==> src/rtl/ddr3_seq_pkg.sv <==
// ddr3_seq_pkg: shared definitions for the DDR3 DFI sequencer.
//   - state_t   : sequencer FSM state encodings
//   - CMD_*     : 3-bit {ras_n, cas_n, we_n} command encodings
//   - CS_*      : chip-select levels for NOP (selected) / DESELECT
//   - PEND_MAX  : refresh-postpone depth (8 with DDR3_REFRESH_POSTPONE_EN, else 1)
// Optional feature macro: DDR3_REFRESH_POSTPONE_EN
package ddr3_seq_pkg;

  typedef enum logic [3:0] {
    ST_RESET,
    ST_CKEWAIT,
    ST_XPR,
    ST_MR2,
    ST_MR3,
    ST_MR1,
    ST_MR0,
    ST_ZQCL,
    ST_IDLE,
    ST_QUIET,
    ST_PREA,
    ST_REF
  } state_t;

  localparam logic [2:0] CMD_MRS = 3'b000;
  localparam logic [2:0] CMD_REF = 3'b001;
  localparam logic [2:0] CMD_PRE = 3'b010;
  localparam logic [2:0] CMD_ZQC = 3'b110;
  localparam logic [2:0] CMD_NOP = 3'b111;

  localparam logic CS_SELECT   = 1'b0;
  localparam logic CS_DESELECT = 1'b1;

`ifdef DDR3_REFRESH_POSTPONE_EN
  localparam int PEND_MAX = 8;
`else
  localparam int PEND_MAX = 1;
`endif
  localparam int PEND_W = 4;

  function automatic int max4(input int a, input int b, input int c, input int d);
    int m;
    m = a;
    if (b > m) m = b;
    if (c > m) m = c;
    if (d > m) m = d;
    return m;
  endfunction

endpackage

==> src/rtl/ddr3_wait_timer.sv <==
// ddr3_wait_timer: loadable down-counter used for every sequencer wait.
//   clock, reset_n : clock / async active-low reset (count resets to RST_VAL)
//   load, load_val : load the counter with load_val (priority over counting)
//   expire         : high for exactly one cycle, the cycle before the edge that
//                    lies load_val edges after the load edge
module ddr3_wait_timer #(
  parameter int W       = 16,
  parameter int RST_VAL = 0
) (
  input  logic         clock,
  input  logic         reset_n,
  input  logic         load,
  input  logic [W-1:0] load_val,
  output logic         expire
);

  logic [W-1:0] count;

  always_ff @(posedge clock or negedge reset_n) begin
    if (!reset_n) begin
      count <= W'(RST_VAL);
    end else if (load) begin
      count <= load_val;
    end else if (count != '0) begin
      count <= count - W'(1);
    end
  end

  // Firing at 1 (not 0) lets the FSM register its action on the edge that
  // completes the wait, and the counter parks at 0 so expire never repeats.
  assign expire = (count == W'(1));

endmodule

==> src/rtl/ddr3_dfi_sequencer.sv <==
// ddr3_dfi_sequencer: owns the DFI command bus to a DDR3 PHY.
// Runs RESET#/CKE power-up, MR2/MR3/MR1/MR0 loads and ZQCL, then arbitrates
// the bus between periodic PREA+REF and one upstream valid/ready requester
// (registered, 1-cycle pass-through).
// Ports:
//   clock, reset_n          : clock / async active-low reset
//   cmd_valid_i/cmd_ready_o : upstream handshake
//   cmd_*_ni/_i             : upstream ras/cas/we/odt/bank/addr
//   ready_o                 : initialisation complete
//   refresh_o               : refresh sequence in progress
//   dfi_*                   : registered DFI command bus to the PHY
// Optional feature macro: DDR3_REFRESH_POSTPONE_EN (defer up to 8 refreshes
// while upstream traffic is present).
module ddr3_dfi_sequencer
  import ddr3_seq_pkg::*;
#(
  parameter int                  ADDR_BITS = 14,
  parameter logic [ADDR_BITS-1:0] MR0_VAL  = 14'h0520,
  parameter logic [ADDR_BITS-1:0] MR1_VAL  = 14'h0044,
  parameter logic [ADDR_BITS-1:0] MR2_VAL  = 14'h0008,
  parameter logic [ADDR_BITS-1:0] MR3_VAL  = 14'h0000,
  parameter int T_RESET = 20000,
  parameter int T_CKE   = 50000,
  parameter int T_XPR   = 17,
  parameter int T_MRD   = 4,
  parameter int T_MOD   = 12,
  parameter int T_ZQI   = 512,
  parameter int T_QUIET = 8,
  parameter int T_RP    = 6,
  parameter int T_RFC   = 16,
  parameter int T_REFI  = 780
) (
  input  logic                 clock,
  input  logic                 reset_n,
  input  logic                 cmd_valid_i,
  output logic                 cmd_ready_o,
  input  logic                 cmd_ras_ni,
  input  logic                 cmd_cas_ni,
  input  logic                 cmd_we_ni,
  input  logic                 cmd_odt_i,
  input  logic [2:0]           cmd_bank_i,
  input  logic [ADDR_BITS-1:0] cmd_addr_i,
  output logic                 ready_o,
  output logic                 refresh_o,
  output logic                 dfi_cke_o,
  output logic                 dfi_rst_no,
  output logic                 dfi_cs_no,
  output logic                 dfi_ras_no,
  output logic                 dfi_cas_no,
  output logic                 dfi_we_no,
  output logic                 dfi_odt_o,
  output logic [2:0]           dfi_bank_o,
  output logic [ADDR_BITS-1:0] dfi_addr_o
);

  // One counter width covers every wait; the longest are the power-up waits
  // and tREFI / tZQinit.
  localparam int TW = $clog2(max4(T_RESET, T_CKE, T_REFI, T_ZQI) + 1);
  localparam logic [ADDR_BITS-1:0] ADDR_A10 = {{(ADDR_BITS-11){1'b0}}, 1'b1, 10'b0};

  state_t               state, nxt_state;
  logic                 tmr_load, tmr_exp;
  logic [TW-1:0]        tmr_val;
  logic                 refi_load, refi_exp;
  logic [PEND_W-1:0]    pending, pend_nxt;
  logic                 pend_dec, ref_start, accept;
  logic                 nxt_rst_n, nxt_cke, nxt_odt, nxt_ready, nxt_refresh;
  logic [2:0]           nxt_cmd, nxt_bank;
  logic [ADDR_BITS-1:0] nxt_addr;

  ddr3_wait_timer #(.W(TW), .RST_VAL(T_RESET)) u_seq_tmr (
    .clock    (clock),
    .reset_n  (reset_n),
    .load     (tmr_load),
    .load_val (tmr_val),
    .expire   (tmr_exp)
  );

  // Idle until the first load at end of init, then reloads itself on expiry.
  ddr3_wait_timer #(.W(TW), .RST_VAL(0)) u_refi_tmr (
    .clock    (clock),
    .reset_n  (reset_n),
    .load     (refi_load),
    .load_val (TW'(T_REFI)),
    .expire   (refi_exp)
  );

  assign refi_load   = ((state == ST_ZQCL) && tmr_exp) || refi_exp;
  assign cmd_ready_o = (state == ST_IDLE) && (pending < PEND_W'(PEND_MAX));
  assign accept      = cmd_valid_i && cmd_ready_o;
  assign pend_dec    = (state == ST_REF) && tmr_exp;

  // Decrement first so an expiry landing on the same cycle as a completed
  // REF is not lost to saturation.
  always_comb begin
    pend_nxt = pending - PEND_W'(pend_dec);
    if (refi_exp && (pend_nxt < PEND_W'(PEND_MAX))) pend_nxt = pend_nxt + PEND_W'(1);
  end

`ifdef DDR3_REFRESH_POSTPONE_EN
  assign ref_start = (pend_nxt == PEND_W'(PEND_MAX)) || ((pend_nxt != '0) && !cmd_valid_i);
`else
  assign ref_start = (pend_nxt != '0);
`endif

  // Each state is named after the command driven on the bus in its first
  // cycle; the transition edge is the edge that registers that command.
  always_comb begin
    nxt_state = state;
    tmr_load  = 1'b0;
    tmr_val   = '0;
    nxt_rst_n = dfi_rst_no;
    nxt_cke   = dfi_cke_o;
    nxt_ready = ready_o;
    nxt_cmd   = CMD_NOP;
    nxt_odt   = 1'b0;
    nxt_bank  = '0;
    nxt_addr  = '0;
    case (state)
      ST_RESET: if (tmr_exp) begin
        nxt_rst_n = 1'b1;
        tmr_load  = 1'b1;
        tmr_val   = TW'(T_CKE);
        nxt_state = ST_CKEWAIT;
      end
      ST_CKEWAIT: if (tmr_exp) begin
        nxt_cke   = 1'b1;
        tmr_load  = 1'b1;
        tmr_val   = TW'(T_XPR);
        nxt_state = ST_XPR;
      end
      ST_XPR: if (tmr_exp) begin
        nxt_cmd   = CMD_MRS;
        nxt_bank  = 3'd2;
        nxt_addr  = MR2_VAL;
        tmr_load  = 1'b1;
        tmr_val   = TW'(T_MRD);
        nxt_state = ST_MR2;
      end
      ST_MR2: if (tmr_exp) begin
        nxt_cmd   = CMD_MRS;
        nxt_bank  = 3'd3;
        nxt_addr  = MR3_VAL;
        tmr_load  = 1'b1;
        tmr_val   = TW'(T_MRD);
        nxt_state = ST_MR3;
      end
      ST_MR3: if (tmr_exp) begin
        nxt_cmd   = CMD_MRS;
        nxt_bank  = 3'd1;
        nxt_addr  = MR1_VAL;
        tmr_load  = 1'b1;
        tmr_val   = TW'(T_MRD);
        nxt_state = ST_MR1;
      end
      ST_MR1: if (tmr_exp) begin
        nxt_cmd   = CMD_MRS;
        nxt_bank  = 3'd0;
        nxt_addr  = MR0_VAL;
        tmr_load  = 1'b1;
        tmr_val   = TW'(T_MOD);
        nxt_state = ST_MR0;
      end
      ST_MR0: if (tmr_exp) begin
        nxt_cmd   = CMD_ZQC;
        nxt_addr  = ADDR_A10;
        tmr_load  = 1'b1;
        tmr_val   = TW'(T_ZQI);
        nxt_state = ST_ZQCL;
      end
      ST_ZQCL: if (tmr_exp) begin
        nxt_ready = 1'b1;
        nxt_state = ST_IDLE;
      end
      ST_IDLE: begin
        if (accept) begin
          nxt_cmd  = {cmd_ras_ni, cmd_cas_ni, cmd_we_ni};
          nxt_odt  = cmd_odt_i;
          nxt_bank = cmd_bank_i;
          nxt_addr = cmd_addr_i;
        end
        // Quiet window starts on the edge of any coincident accept, so it is
        // never shorter than T_QUIET after the last command.
        if (ref_start) begin
          tmr_load  = 1'b1;
          tmr_val   = TW'(T_QUIET);
          nxt_state = ST_QUIET;
        end
      end
      ST_QUIET: if (tmr_exp) begin
        nxt_cmd   = CMD_PRE;
        nxt_addr  = ADDR_A10;
        tmr_load  = 1'b1;
        tmr_val   = TW'(T_RP);
        nxt_state = ST_PREA;
      end
      ST_PREA: if (tmr_exp) begin
        nxt_cmd   = CMD_REF;
        tmr_load  = 1'b1;
        tmr_val   = TW'(T_RFC);
        nxt_state = ST_REF;
      end
      ST_REF: if (tmr_exp) begin
        if (pend_nxt != '0) begin
          nxt_cmd  = CMD_REF;
          tmr_load = 1'b1;
          tmr_val  = TW'(T_RFC);
        end else begin
          nxt_state = ST_IDLE;
        end
      end
      default: nxt_state = ST_RESET;
    endcase
  end

  assign nxt_refresh = (nxt_state == ST_QUIET) || (nxt_state == ST_PREA) ||
                       (nxt_state == ST_REF);

  always_ff @(posedge clock or negedge reset_n) begin
    if (!reset_n) begin
      state      <= ST_RESET;
      pending    <= '0;
      dfi_rst_no <= 1'b0;
      dfi_cke_o  <= 1'b0;
      dfi_cs_no  <= CS_DESELECT;
      {dfi_ras_no, dfi_cas_no, dfi_we_no} <= CMD_NOP;
      dfi_odt_o  <= 1'b0;
      dfi_bank_o <= '0;
      dfi_addr_o <= '0;
      ready_o    <= 1'b0;
      refresh_o  <= 1'b0;
    end else begin
      state      <= nxt_state;
      pending    <= pend_nxt;
      dfi_rst_no <= nxt_rst_n;
      dfi_cke_o  <= nxt_cke;
      // DESELECT only while CKE is low; every command follows CKE high.
      dfi_cs_no  <= nxt_cke ? CS_SELECT : CS_DESELECT;
      {dfi_ras_no, dfi_cas_no, dfi_we_no} <= nxt_cmd;
      dfi_odt_o  <= nxt_odt;
      dfi_bank_o <= nxt_bank;
      dfi_addr_o <= nxt_addr;
      ready_o    <= nxt_ready;
      refresh_o  <= nxt_refresh;
    end
  end

endmodule

==> config.mk <==
export PLATFORM = sky130hd
export DESIGN_NAME = ddr3_dfi_sequencer
export DESIGN_NICKNAME = d
export VERILOG_FILES = /design/src/rtl/ddr3_seq_pkg.sv /design/src/rtl/ddr3_wait_timer.sv /design/src/rtl/ddr3_dfi_sequencer.sv
export SDC_FILE = /design/constraint.sdc
export NUM_CORES = 1
export LEC_CHECK = 0
export ABC_CLOCK_PERIOD_IN_PS = 5600
export CORE_MARGIN = 2
export CORE_UTILIZATION = 35
export DETAILED_ROUTE_END_ITERATION = 12
export PLACE_DENSITY = 0.62
export SYNTH_ARGS = -nofsm -noshare
export SYNTH_HDL_FRONTEND = slang
export SYNTH_SLANG_ARGS = --single-unit
==> constraint.sdc <==
create_clock -name clock -period 5.6 [get_ports clock]
set_input_delay 1.4 -clock clock [delete_from_list [all_inputs] [get_ports clock]]
set_output_delay 1.4 -clock clock [all_outputs]
set_load 0.02 [all_outputs]
==> flow_summary.ini <==
[synthesis]
syn_inst = 347
syn_area_per_cell_um2 = 9.818
syn-num-nets = 380
synth_edf_count = 0
synth.top_cells.by_area = dfrtp_1 (42%), dfstp_2 (6.9%), xnor2_1 (4.6%)
ys_seq_elements = 66
post-synth-top-area-cell = dfrtp_1
syn_area_um2 = 3407
yosysSeqAreaShare_pct = 48.81
synth_flop_cell = dfrtp_1
yosysMostFrequentCell = dfrtp_1
async_reset_ff_share_pct = 100.0
netlist.area_leader.share_pct = 41.87
yosys_warnings = 0
synth_top_cells_by_count = dfrtp_1 (57), nand2_1 (37), nor2_1 (37)
ys_types = 54

[pwr]
switching_share_pct = 20.07
seqPwrFrac_pct = 52.0
pwr_density_cell_nw_per_um2 = 216.4
pwr-share-comb_pct = 2.8
ir_drop_uv = 104.1
power.switching_uw = 184.1
power.internal_uw = 733.1
p_clk_share_pct = 45.2
p_leak_uw = 0.001973

[clock_tree]
hold_buffers = 0
clockBufferDepth = 2
clk_pin_slew_ns = 0.07
ctsResizeCount = 0
cts-root-buf = clkbuf_8
cts_made_buffers = 9
cts_sinks = 66
cts_tree = built
clock_latency_ns = 0.34
cts_setup_buffers = 0
htreeDepth = 3

[routing]
wirelength_mm = 7.322
antenna_left = 0
post_drt_wl_per_cell_um = 13.69
vias = 2634
dr.pass1.iters = 4
drtIter0Drc = 92
drc_errors = 0
viasPerCell = 4.923

[sta]
setup_viol = 0
period_needed_ns = 4.723
fmax_mhz = 211.7
post-route-period-util_pct = 84.34
relSlewSlack_pct = 45.43
grt_setup_unrepaired = no
fin_setup_tns_ns = 0
drv_slew = 0
fin_worst_skew_ns = 0.01022
tightest_slew_ns = 0.8186
finalHoldViolations = 0

[finish]
fillers = 941
num_antenna_cells = 0
area_growth_pct = 24.38
drive_above_1_share_pct = 9.701
fin_nets = 430
final_area_um2 = 4238
seqCellArea_um2 = 1663
fin_util_pct = 44.17
multi_input_area_um2 = 1630

[floorplanning]
dieArea_um2 = 10540
start_util_pct = 35.51
core-area_um2 = 9594
die_x_um = 102.7
io_pins = 51
rows = 36
chipHeight_um = 102.7

[critical_path]
r2r_slack_ns = 0.88
crit_buf_inv = 2
worst_setup_path_start_kind = flip-flop
cpPeakStageDelay_ns = 0.56
crit_path_frequent_cell = ha_1
cp_top_family = simple AND/OR/NAND/NOR gates
cp_data_arrival_time_ns = 4.96
worst_path_max_delay_cell = or4_4
r2r_start = u_seq_tmr.count[10]$_DFFE_PN1P_
critPathMaxFanout = 16
worstSetupPathType = reg2reg
crit_required_ns = 5.84
startpoint = u_seq_tmr.count[10]$_DFFE_PN1P_
cp-end-kind = flip-flop
crit_chain = or4_1 > or3_4 > nor4b_4 > and2_1 > buf_4 > nand2_1 > nor2_1 > ha_1 > ha_1 > ha_1 > inv_1 > or4_4 > nor2_4 > mux2i_1 > a32o_1 > nor2_8 > o32ai_1

[global_route]
grt_max_degree = 67
overflow = 0
grt_pass1_vias = 2616
grt_first_pass_wirelength_mm = 12.15
grt_use_total_pct = 14.67
antenna_found_initial = 0

[job]
drv_cap = 0

[worst_hold_path]
holdCritStartpoint = dfi_rst_no$_DFFE_PN0P_
hold_path.class = reg2reg

[run_status]
status = finished, final reports clean

[placement]
dp_hpwl_mm = 5.120
gp_congestion = 0.8326
port_buffers = 50
dpl_cell_area_um2 = 4030
layer usage:
metal  routed length (um)  global-route usage, %  part of all wire (%)
met3                  356                  3.051                   4.9
met5                    0                      0                     0
met1                 3406                  19.26                    47
met2                 3449                  23.73                    47
met4                  110                  5.949                   1.5
worst reg2reg max path, delay by kind of cell (launching register included):
kind | cells | cell delay [ns]
multiplexers | 1 | 0.30
AO/OA/AOI/OAI | 2 | 0.75
AND/OR/NAND/NOR | 9 | 2.44
buffers and inverters | 2 | 0.21
flip-flops | 1 | 0.39
adder cells (fa/ha/maj) | 3 | 0.55
worst paths after layout:
path | to | cells after the start
setup / recovery | u_seq_tmr.count[3]$_DFFE_PN0P_ | 17
hold / removal | dfi_rst_no$_DFFE_PN0P_ | 1
setup reg to reg | u_seq_tmr.count[3]$_DFFE_PN0P_ | 17
hold reg to reg | dfi_rst_no$_DFFE_PN0P_ | 1
max in group asynchronous | pending[0]$_DFF_PN0_ | 2
min in group asynchronous | u_refi_tmr.count[14]$_DFFE_PN0P_ | 2
registers in the layout, indices dropped and copies added (netlist names):
register          flops
u_refi_tmr.count     16
u_seq_tmr.count      16
dfi_addr_o           14
pending               4
state                 4
dfi_bank_o            3
dfi_cas_no            1
dfi_cke_o             1
dfi_cs_no             1
dfi_odt_o             1
dfi_ras_no            1
dfi_rst_no            1
dfi_we_no             1
ready_o               1
refresh_o             1
logic make-up after synthesis:
family	synth area share (%)
flip-flops	48.81
AO/OA/AOI/OAI	12.23
AND/OR/NAND/NOR	23.21
buffers and inverters	3.342
XOR/XNOR	8.226
multiplexers	0.8814
adder cells (fa/ha/maj)	3.305
power groups by stage:
stage	clock [uW]	sequential, uW	combinational [uW]
floorplan	0	486	0.892
global placement	0	486	27.2
detailed placement	0	486	26.8
CTS	428	477	27.0
global route	445	477	29.5
finish	414	477	25.8
cell type report:
| type | count | area share, % |
|---|---|---|
| flip-flops and latches | 66 | 39.24 |
| clock buffers | 14 | 4.074 |
| repair buffers | 53 | 12.22 |
| inverters | 14 | 1.240 |
| well taps | 133 | 3.927 |
| clock inverters | 2 | 0.8267 |
| multi-input cells | 253 | 38.47 |
layout by cell type (no fill, tap or decap), types with 3 or more instances in the layout:
cell / netlist / final
mux2i_1: 3 / 3
a21oi_1: 6 / 6
nor3_1: 11 / 11
xor2_1: 14 / 14
clkdlybuf4s50_1: 0 / 49
a2bb2oi_1: 4 / 4
nand2b_1: 4 / 4
nor2b_1: 4 / 4
or3_1: 5 / 5
ha_1: 9 / 9
clkbuf_8: 0 / 12
dfrtp_1: 57 / 57
nand3_1: 7 / 7
nor4_1: 5 / 5
a32o_1: 4 / 4
o31ai_1: 4 / 4
and2_1: 6 / 6
xnor2_1: 18 / 18
or4_1: 4 / 4
or2_2: 3 / 3
and3_1: 11 / 11
inv_1: 13 / 13
buf_4: 0 / 3
o21ai_0: 21 / 21
dfstp_2: 9 / 9
o32ai_1: 3 / 3
nand2_1: 37 / 37
nor2_1: 37 / 37
per-stage QoR:
| step | std cells | hold slack, ns | total power (uW) | worst slack [ns] |
|---|---|---|---|---|
| 6_report | 535 | 0.4767 | 917.2 | 0.8769 |
| 3_3_place_gp | 519 | 0.4552 | 512.8 | 1.026 |
| 2_1_floorplan | 347 | 0.5016 | 486.7 | 1.252 |
| 3_5_place_dp | 519 | 0.4636 | 512.5 | 0.8879 |
| 5_1_grt | 535 | 0.5261 | 951.3 | 0.5086 |
| 4_1_cts | 535 | 0.4824 | 931.5 | 0.8559 |
Note: power is estimated with default switching activity, not from simulation.
